[config.mk]
export PLATFORM = sky130hd
export DESIGN_NAME = dmem_arbiter
export DESIGN_NICKNAME = d
export VERILOG_FILES = /design/src/rtl/dmem_arb_pkg.sv /design/src/rtl/dmem_parity_chk.sv /design/src/rtl/dmem_arbiter.sv
export SDC_FILE = /design/constraint.sdc
export NUM_CORES = 1
export LEC_CHECK = 0
export BUFFER_PORTS_ARGS = -buffer_cell sky130_fd_sc_hd__buf_2
export CAP_MARGIN = 40
export CORE_MARGIN = 4
export CORE_UTILIZATION = 35
export CTS_BUF_LIST = sky130_fd_sc_hd__clkbuf_16
export DETAILED_ROUTE_END_ITERATION = 10
export GPL_TIMING_DRIVEN = 0
export PLACE_DENSITY = 0.68
export SYNTH_ARGS = -nofsm -noshare
export SYNTH_HDL_FRONTEND = slang
export SYNTH_SLANG_ARGS = --single-unit
[constraint.sdc]
create_clock -name Clk -period 2.2 [get_ports Clk]
set_input_delay 0.33 -clock Clk [delete_from_list [all_inputs] [get_ports Clk]]
set_output_delay 0.33 -clock Clk [all_outputs]
set_load 0.02 [all_outputs]
[src/rtl/dmem_arb_pkg.sv]
// Shared types and default geometry for the data-memory arbiter.
// Holds the FSM state encoding, the parity region bounds and the starvation limit.
package dmem_arb_pkg;

    typedef enum logic [1:0] {
        ARB_IDLE      = 2'd0,
        ARB_CPU_LOCK  = 2'd1,
        ARB_HOST_LOCK = 2'd2
    } arb_state_t;

    localparam int STARVE_MAX_DEF = 4;
    localparam int PAR_LO_DEF     = 64;
    localparam int PAR_HI_DEF     = 127;

endpackage

[src/rtl/dmem_parity_chk.sv]
// Parity check of reads from the protected region of data memory.
// Flags odd-parity reads one cycle after the grant and keeps a saturating error log.
module dmem_parity_chk
    import dmem_arb_pkg::*;
#(
    parameter int AW     = 8,
    parameter int DW     = 8,
    parameter int PAR_LO = PAR_LO_DEF,
    parameter int PAR_HI = PAR_HI_DEF
) (
    input  logic          Clk,
    input  logic          Reset,
    input  logic          rd_en,
    input  logic [AW-1:0] addr,
    input  logic [DW-1:0] data,
    output logic          ParityErr,
    output logic [AW-1:0] ErrAddr,
    output logic [7:0]    ErrCount
);

    localparam logic [AW-1:0] LO = AW'(PAR_LO);
    localparam logic [AW-1:0] HI = AW'(PAR_HI);

    logic in_region;
    logic fail;

    always_comb begin
        in_region = (addr >= LO) && (addr <= HI);
        fail      = rd_en && in_region && (^data);
    end

    always_ff @(posedge Clk or negedge Reset) begin
        if (!Reset) begin
            ParityErr <= 1'b0;
            ErrAddr   <= '0;
            ErrCount  <= '0;
        end else begin
            ParityErr <= fail;
            if (fail) begin
                ErrAddr <= addr;
                if (ErrCount != 8'hFF) begin
                    ErrCount <= ErrCount + 8'd1;
                end
            end
        end
    end

endmodule

[src/rtl/dmem_arbiter.sv]
// Two-port arbiter sharing the data memory between the CPU core and the host port.
// Fixed CPU priority with a starvation guard, bus locking, registered read return.
module dmem_arbiter
    import dmem_arb_pkg::*;
#(
    parameter int AW         = 8,
    parameter int DW         = 8,
    parameter int STARVE_MAX = STARVE_MAX_DEF,
    parameter int PAR_LO     = PAR_LO_DEF,
    parameter int PAR_HI     = PAR_HI_DEF
) (
    input  logic          Clk,
    input  logic          Reset,
    input  logic          CpuReq,
    input  logic          CpuWe,
    input  logic          CpuLock,
    input  logic [AW-1:0] CpuAddr,
    input  logic [DW-1:0] CpuWdata,
    output logic          CpuGnt,
    output logic [DW-1:0] CpuRdata,
    output logic          CpuRvalid,
    input  logic          HostReq,
    input  logic          HostWe,
    input  logic          HostLock,
    input  logic [AW-1:0] HostAddr,
    input  logic [DW-1:0] HostWdata,
    output logic          HostGnt,
    output logic [DW-1:0] HostRdata,
    output logic          HostRvalid,
    output logic [AW-1:0] MemAddress,
    output logic [DW-1:0] MemDataIn,
    output logic          MemWriteEn,
    input  logic [DW-1:0] MemDataOut,
    output logic          ParityErr,
    output logic [AW-1:0] ErrAddr,
    output logic [7:0]    ErrCount
);

    localparam int            SW   = $clog2(STARVE_MAX + 1);
    localparam logic [SW-1:0] SMAX = SW'(STARVE_MAX);

    arb_state_t    state, state_nxt;
    logic [SW-1:0] starve, starve_nxt;
    logic          cpu_rd, host_rd;

    // A lock only shields its owner while it keeps requesting; once it drops Req
    // the cycle falls through to normal arbitration so the other side is not stalled.
    always_comb begin
        CpuGnt  = 1'b0;
        HostGnt = 1'b0;
        if (Reset) begin
            if (state == ARB_CPU_LOCK && CpuReq) begin
                CpuGnt = 1'b1;
            end else if (state == ARB_HOST_LOCK && HostReq) begin
                HostGnt = 1'b1;
            end else if (CpuReq && !(HostReq && starve == SMAX)) begin
                CpuGnt = 1'b1;
            end else if (HostReq) begin
                HostGnt = 1'b1;
            end
        end
    end

    always_comb begin
        state_nxt = ARB_IDLE;
        if (CpuGnt && CpuLock) begin
            state_nxt = ARB_CPU_LOCK;
        end else if (HostGnt && HostLock) begin
            state_nxt = ARB_HOST_LOCK;
        end

        starve_nxt = starve;
        if (HostGnt || !HostReq) begin
            starve_nxt = '0;
        end else if (CpuGnt && starve != SMAX) begin
            starve_nxt = starve + 1'b1;
        end
    end

    always_comb begin
        MemAddress = '0;
        MemDataIn  = '0;
        if (CpuGnt) begin
            MemAddress = CpuAddr;
            MemDataIn  = CpuWdata;
        end else if (HostGnt) begin
            MemAddress = HostAddr;
            MemDataIn  = HostWdata;
        end
        MemWriteEn = (CpuGnt && CpuWe) || (HostGnt && HostWe);
        cpu_rd     = CpuGnt && !CpuWe;
        host_rd    = HostGnt && !HostWe;
    end

    always_ff @(posedge Clk or negedge Reset) begin
        if (!Reset) begin
            state      <= ARB_IDLE;
            starve     <= '0;
            CpuRdata   <= '0;
            CpuRvalid  <= 1'b0;
            HostRdata  <= '0;
            HostRvalid <= 1'b0;
        end else begin
            state      <= state_nxt;
            starve     <= starve_nxt;
            CpuRvalid  <= cpu_rd;
            HostRvalid <= host_rd;
            if (cpu_rd) begin
                CpuRdata <= MemDataOut;
            end
            if (host_rd) begin
                HostRdata <= MemDataOut;
            end
        end
    end

    dmem_parity_chk #(
        .AW     (AW),
        .DW     (DW),
        .PAR_LO (PAR_LO),
        .PAR_HI (PAR_HI)
    ) u_parity (
        .Clk       (Clk),
        .Reset     (Reset),
        .rd_en     (cpu_rd || host_rd),
        .addr      (MemAddress),
        .data      (MemDataOut),
        .ParityErr (ParityErr),
        .ErrAddr   (ErrAddr),
        .ErrCount  (ErrCount)
    );

endmodule

Word level (Yosys, flattened, before mapping)
Cells that the tools add are included.
{"block": "word_totals", "ff_bits": 40}
{"block": "op_classes", "add_sub_neg": 2, "magnitude_cmp": 2, "reduce_logical": 24, "n_eq_ne": 5, "muxes": 17}
{"op": "2-to-1 mux 8 bit", "count": 4}
{"op": "logical AND 1 bit", "count": 14}
{"op": "2-to-1 mux 1 bit", "count": 9}
{"op": "adder 8 x 1 -> 8 bit, second input constant", "count": 1}
{"op": "greater-or-equal comparator 8 x 7 -> 1 bit, second input constant", "count": 1}
{"op": "less-or-equal comparator 8 x 7 -> 1 bit, second input constant", "count": 1}
{"op": "!= test 8 bit, second input constant", "count": 1}
{"op": "XOR reduction 8 bit", "count": 1}
{"op": "2-to-1 mux 3 bit", "count": 2}
{"op": "zero test 1 bit", "count": 4}
{"op": "2-to-1 mux 2 bit", "count": 2}
{"op": "adder 3 x 1 -> 3 bit, second input constant", "count": 1}
{"op": "equality test 3 bit, second input constant", "count": 1}
{"op": "logical OR 1 bit", "count": 3}
{"op": "!= test 3 bit, second input constant", "count": 1}
{"op": "equality test 2 x 1 -> 1 bit, second input constant", "count": 1}
{"op": "equality test 2 bit, second input constant", "count": 1}
{"op": "AND reduction 2 bit", "count": 1}
{"op": "nonzero test 2 bit", "count": 1}

Logic depth before layout (Yosys ltp)
{"block": "depth", "word_depth": 15, "ltp_mapped": 9}

Hierarchy
Synthesis repeated with hierarchy kept, for this count alone.
{"block": "unflattened", "hier_cells": 158, "area_unflattened_um2": 1968.1}
{"mod": "dmem_arbiter", "cells_per_inst": 96, "area_each_um2": 1163.6, "instances": 1}
{"mod": "dmem_parity_chk", "cells_per_inst": 62, "area_each_um2": 804.5, "instances": 1}

Least setup slack after synthesis
OpenSTA, ideal clock, no wires.
{"block": "synth_path", "path_type": "reg-to-output", "start": "register starve[0]", "end": "output port MemDataIn[1]", "arrival_ns": 1.876, "required_time_ns": 1.870, "setup_slack_ns": -0.006, "path_buffers": 2, "stages_incl_launch_ff": 9, "path_cell_list": "dfrtp_1 inv_1 ha_1 nand2_1 a211o_1 and3_1 buf_2 clkbuf_1 a22o_1"}
{"block": "synth_via", "word_cells_on_any_way": 14, "cone_classes": "1 x eq/ne; 10 x mux; 3 x reduce/logical"}
{"element": "from (decl)", "line": "dmem_arbiter.sv:43", "text": "logic [SW-1:0] starve, starve_nxt;"}
{"element": "from (signal assigned)", "line": "dmem_arbiter.sv:105", "text": "starve <= starve_nxt;"}
{"element": "equality test 3 bit", "line": "dmem_arbiter.sv:56", "text": "end else if (CpuReq && !(HostReq && starve == SMAX)) begin"}
{"element": "logical AND 1 bit", "line": "dmem_arbiter.sv:56"}
{"element": "zero test 1 bit", "line": "dmem_arbiter.sv:56"}
{"element": "logical AND 1 bit", "line": "dmem_arbiter.sv:56"}
{"element": "2-to-1 mux 1 bit", "line": "dmem_arbiter.sv:56"}
{"element": "2-to-1 mux 1 bit", "line": "dmem_arbiter.sv:54", "text": "end else if (state == ARB_HOST_LOCK && HostReq) begin"}
{"element": "2-to-1 mux 1 bit", "line": "dmem_arbiter.sv:52", "text": "if (state == ARB_CPU_LOCK && CpuReq) begin"}
{"element": "2-to-1 mux 1 bit", "line": "dmem_arbiter.sv:51", "text": "if (Reset) begin"}
{"element": "named net CpuGnt", "line": "dmem_arbiter.sv:19", "text": "output logic CpuGnt,"}
{"element": "2-to-1 mux 8 bit", "line": "dmem_arbiter.sv:83", "text": "if (CpuGnt) begin"}
{"element": "to (decl)", "line": "dmem_arbiter.sv:31", "text": "output logic [DW-1:0] MemDataIn,"}
The timed path passes the listed nets, and every way through them passes these cells.

Worst setup path after layout
{"block": "layout_path", "start": "register starve[0]", "end": "output port MemAddress[4]"}
{"block": "layout_via", "elab_chain_cells": 10, "word_cells_on_any_way": 14, "cone_classes": "1 x eq/ne; 10 x mux; 3 x reduce/logical"}
{"element": "equality test 3 bit (*)", "line": "dmem_arbiter.sv:56"}
{"element": "logical AND 1 bit (*)", "line": "dmem_arbiter.sv:56"}
{"element": "zero test 1 bit (*)", "line": "dmem_arbiter.sv:56"}
{"element": "logical AND 1 bit (*)", "line": "dmem_arbiter.sv:56"}
{"element": "2-to-1 mux 1 bit", "line": "dmem_arbiter.sv:56"}
{"element": "2-to-1 mux 1 bit", "line": "dmem_arbiter.sv:54"}
{"element": "2-to-1 mux 1 bit", "line": "dmem_arbiter.sv:52"}
{"element": "2-to-1 mux 1 bit", "line": "dmem_arbiter.sv:51"}
{"element": "2-to-1 mux 8 bit", "line": "dmem_arbiter.sv:86", "text": "end else if (HostGnt) begin"}
{"element": "2-to-1 mux 8 bit (*)", "line": "dmem_arbiter.sv:83"}
{"element": "to (decl)", "line": "dmem_arbiter.sv:30", "text": "output logic [AW-1:0] MemAddress,"}
Every way passes the cells marked *; elsewhere a longest branch is shown, timed or not.

==> metrics.md <==
| Metric | Value |
|---|---|
| Status | finished with violations |
| Failing checks | setup timing |
| Ys flop type | dfrtp_1 |
| Number of nets in the layout | between 300 and 400 |
| Worst-path clk slew | approximately 60 ps |
| Area added between synthesis and finish | 54.08% |
| CTS Root Cell | clkbuf_16 |
| CP Class | reg2out |
| GRT overflow | 0 |
| Synth Area in Adders | 0.01869 |
| Clock sinks | 40 |
| Number of global-route vias before repair | around 1,900 |
| TritonCTS clock tree | yes |
| First-pass GRT wire length | 8.790 mm |
| Max VDD drop | roughly 0.45 mV |
| DR vias/cell | 4.829 |
| Multi-input combinational cell area | 1013 µm² |
| PwrDens | 755.1 nW/µm² |
| Syn avg cell area | 12.10 µm² |
| Total CTS buffers | 5 |
| Final setup vio count | 15 |
| Worst rel slew slack | 0.7622 |
| Die Wd | 83.75 µm |
| Async set-reset flop share out of synthesis | 1.000 |
| Largest family of logic cells by synthesized area | simple AND/OR/NAND/NOR gates |
| Mapped Area | between 2000 and 2500 µm² |
| Finished Layout Cells | 362 |
| WHS | roughly 19 ps |
| EDFF count, synth | 0 |
| Crit Path Max Fanout | 7 |
| Static leakage | 1.583 nW |
| GP Congestion | ~0.80 |
| Post-Syn Instances | 166 |
| Seq/Total Area, Yosys | 0.4984 |
| Commonest non-fill, non-tap cell in the layout | buf_2 |
| Placed cells | between 300 and 400 |
| FF+latch area | 1001 µm² |
| R2r endpoint | u_parity.ErrCount[6] |
| Final worst setup slack | -43.91 ps |
| Clk Latency, worst-skew pair | approximately 270 ps |
| Htree depth | 2 |
| Final Slew Violations | 0 |
| Cells on worst reg2reg path | 10 |
| DR iter-0 viols | between 40 and 50 |
| Fin. Hold Viols | 0 |
| ANT cells | 0 |
| F_max | between 400 and 500 MHz |
| XOR/XNOR Fraction of Synth Area | 0.06480 |
| Mux contribution to synthesized area | 0.1364 |
| CP Data Required Time | 1870 ps |
| Largest cells by area after synthesis | dfrtp_1 (50%), mux2_2 (11%), a22o_1 (3.9%) |
| Tcrit/Tclk final | 1.020 |
| Most frequent cells in the layout | buf_2 (82), dfrtp_1 (40), buf_4 (19), mux2_2 (19), buf_6 (18) |
| Die Footprint | ~7000 µm² |
| Max_cap viols | 0 |
| Critical path launch point type | flop |
| Residual DRC count | 0 |
| Least-Margin Pin Slew | 355.5 ps |
| Unrepaired setup endpoints after global routing | true |
| Core area | approximately 5500 µm² |
| GRT Util Overall | 0.1525 |
| R2R Setup Slk | 70 ps |
| Post-Route WL | roughly 5.3 mm |
| Largest net degree at the start of global routing | 25 |
| Synth Register Bits | 40 |
| Wire length per cell | ~15 µm |
| Die Y | about 84 µm |
| Area fraction in compound gates after synthesis | 0.09221 |
| DRT antenna net count | 0 |
| Reg2reg start | starve[0] |
| Clock buffer depth | 2 |
| Syn Nets | 217 |
| Final Skew | 7.089 ps |
| Post-synthesis cell type count | 41 |
| IO Pins | around 100 |
| Final HPWL from detailed placement | 3.774 mm |
| Simple-Gate Fraction of Synth Area | 0.1583 |
| Min-delay worst type | in2async |
| Layout cells sized above 1 | 0.6000 |
| Fin crit period | 2244 ps |
| Initial antenna violation count | 0 |
| Drt pass-1 iters | 4 |
| Buffers on Ports | 101 |
| Via count | 1,748 |
| Num rows | 27 |
| Initial Utilization | 0.3625 |
| Worst Setup End Kind | output pin |
| Post-synth top area cell | dfrtp_1 |
| Yosys top cell area share | 0.4984 |
| Filler instances | ~510 |
| Synthesis Warnings | 0 |
| Critical Path AT | roughly 1900 ps |
-- metal layers --
metal,track usage,wire length (µm),vias to the layer above,part of all wire
li1,-,-,837,-
met2,0.2769,2988,45,0.56
met3,0.04442,281,2,0.053
met4,0.04532,38,0,0.0071
met5,0,0,-,0
met1,0.1717,2040,864,0.38
-- registers in the layout, indices dropped and copies added (netlist names) --
signal              flops
starve                  3
HostRdata               8
u_parity.ParityErr      1
CpuRvalid               1
state                   2
u_parity.ErrCount       8
u_parity.ErrAddr        8
CpuRdata                8
HostRvalid              1
-- kinds of logic after synthesis --
kind of cell / count (synthesis)
XOR/XNOR: 14
flip-flops: 40
multiplexers: 24
AND/OR/NAND/NOR: 49
buffers and inverters: 13
AO/OA/AOI/OAI: 23
adder cells (fa/ha/maj): 3
-- what timing repair did --
item,4_1_cts,5_1_grt
resized for setup,43,21
hold buffers,1,0
endpoints found under the setup margin,27,42
setup buffers,9,7
pin swaps,17,9
hold endpoints to repair,19,0
-- area by class of cell --
cell class / instances / area share
clock inverter: 2 / 0.004044
inverter: 5 / 0.006874
buffer: 6 / 0.01698
tap: 72 / 0.02911
multi-input combinational: 113 / 0.3275
timing repair buffer: 119 / 0.2515
clock buffer: 5 / 0.04044
sequential: 40 / 0.3235
-- power breakdown --
group / switching [mW] / leakage, nW / internal (mW)
clock: 0.260 / 0.0657 / 0.411
sequential: 0.0739 / 0.514 / 0.865
combinational: 0.395 / 1.00 / 0.332
total: 0.729 / 1.58 / 1.61
-- synthesized netlist by cell type (2+ instances only) --
cell,number
o21ai_0,2
nor3b_1,3
xor2_1,7
ha_1,3
mux2_1,4
nand3_1,2
and3_1,4
nor4_1,2
clkbuf_1,3
buf_2,3
and2_1,5
nand2b_1,2
a21oi_1,2
a22o_1,9
a22oi_1,6
mux2_2,19
xnor2_1,6
nor2_1,2
or2b_1,3
nand2_1,8
dfrtp_1,40
inv_1,4
and2_2,2
nor2b_1,8
-- critical path, cell delays in order (launching register included) --
cell and delay [ps]:
dfrtp_1 390, inv_2 90, ha_4 150, nand2_4 50, o211ai_1 250, and2_1 190, buf_6 140, a22oi_2 50
nor2b_1 170, buf_4 170
-- through the flow --
step	util	TNS [ps]	power, mW	setup WS [ps]	area [µm²]
floorplan	-	0	1.344	64.24	2009
global placement	0.4702	-12620	1.588	-544.3	2605
detailed placement	0.4752	-4422	1.612	-246.5	2633
CTS	0.5355	-318.4	2.351	-42.13	2967
global route	0.5585	-1894	2.474	-140.0	3094
finish	0.5585	-375.0	2.337	-43.91	3094
-- worst max-delay path by stage --
stage / start / slack (ps) / endpoint / cells past startpoint
finish: starve[0] / -40 / MemAddress[4] / 9
global placement: Reset / -540 / MemDataIn[6] / 6
global route: starve[0] / -140 / MemAddress[5] / 9
floorplan: starve[0] / 60 / MemDataIn[1] / 8
CTS: starve[1] / -40 / MemDataIn[3] / 8
detailed placement: Reset / -250 / u_parity.ErrCount[6] / 8
Power figures use the tool's default switching activity.
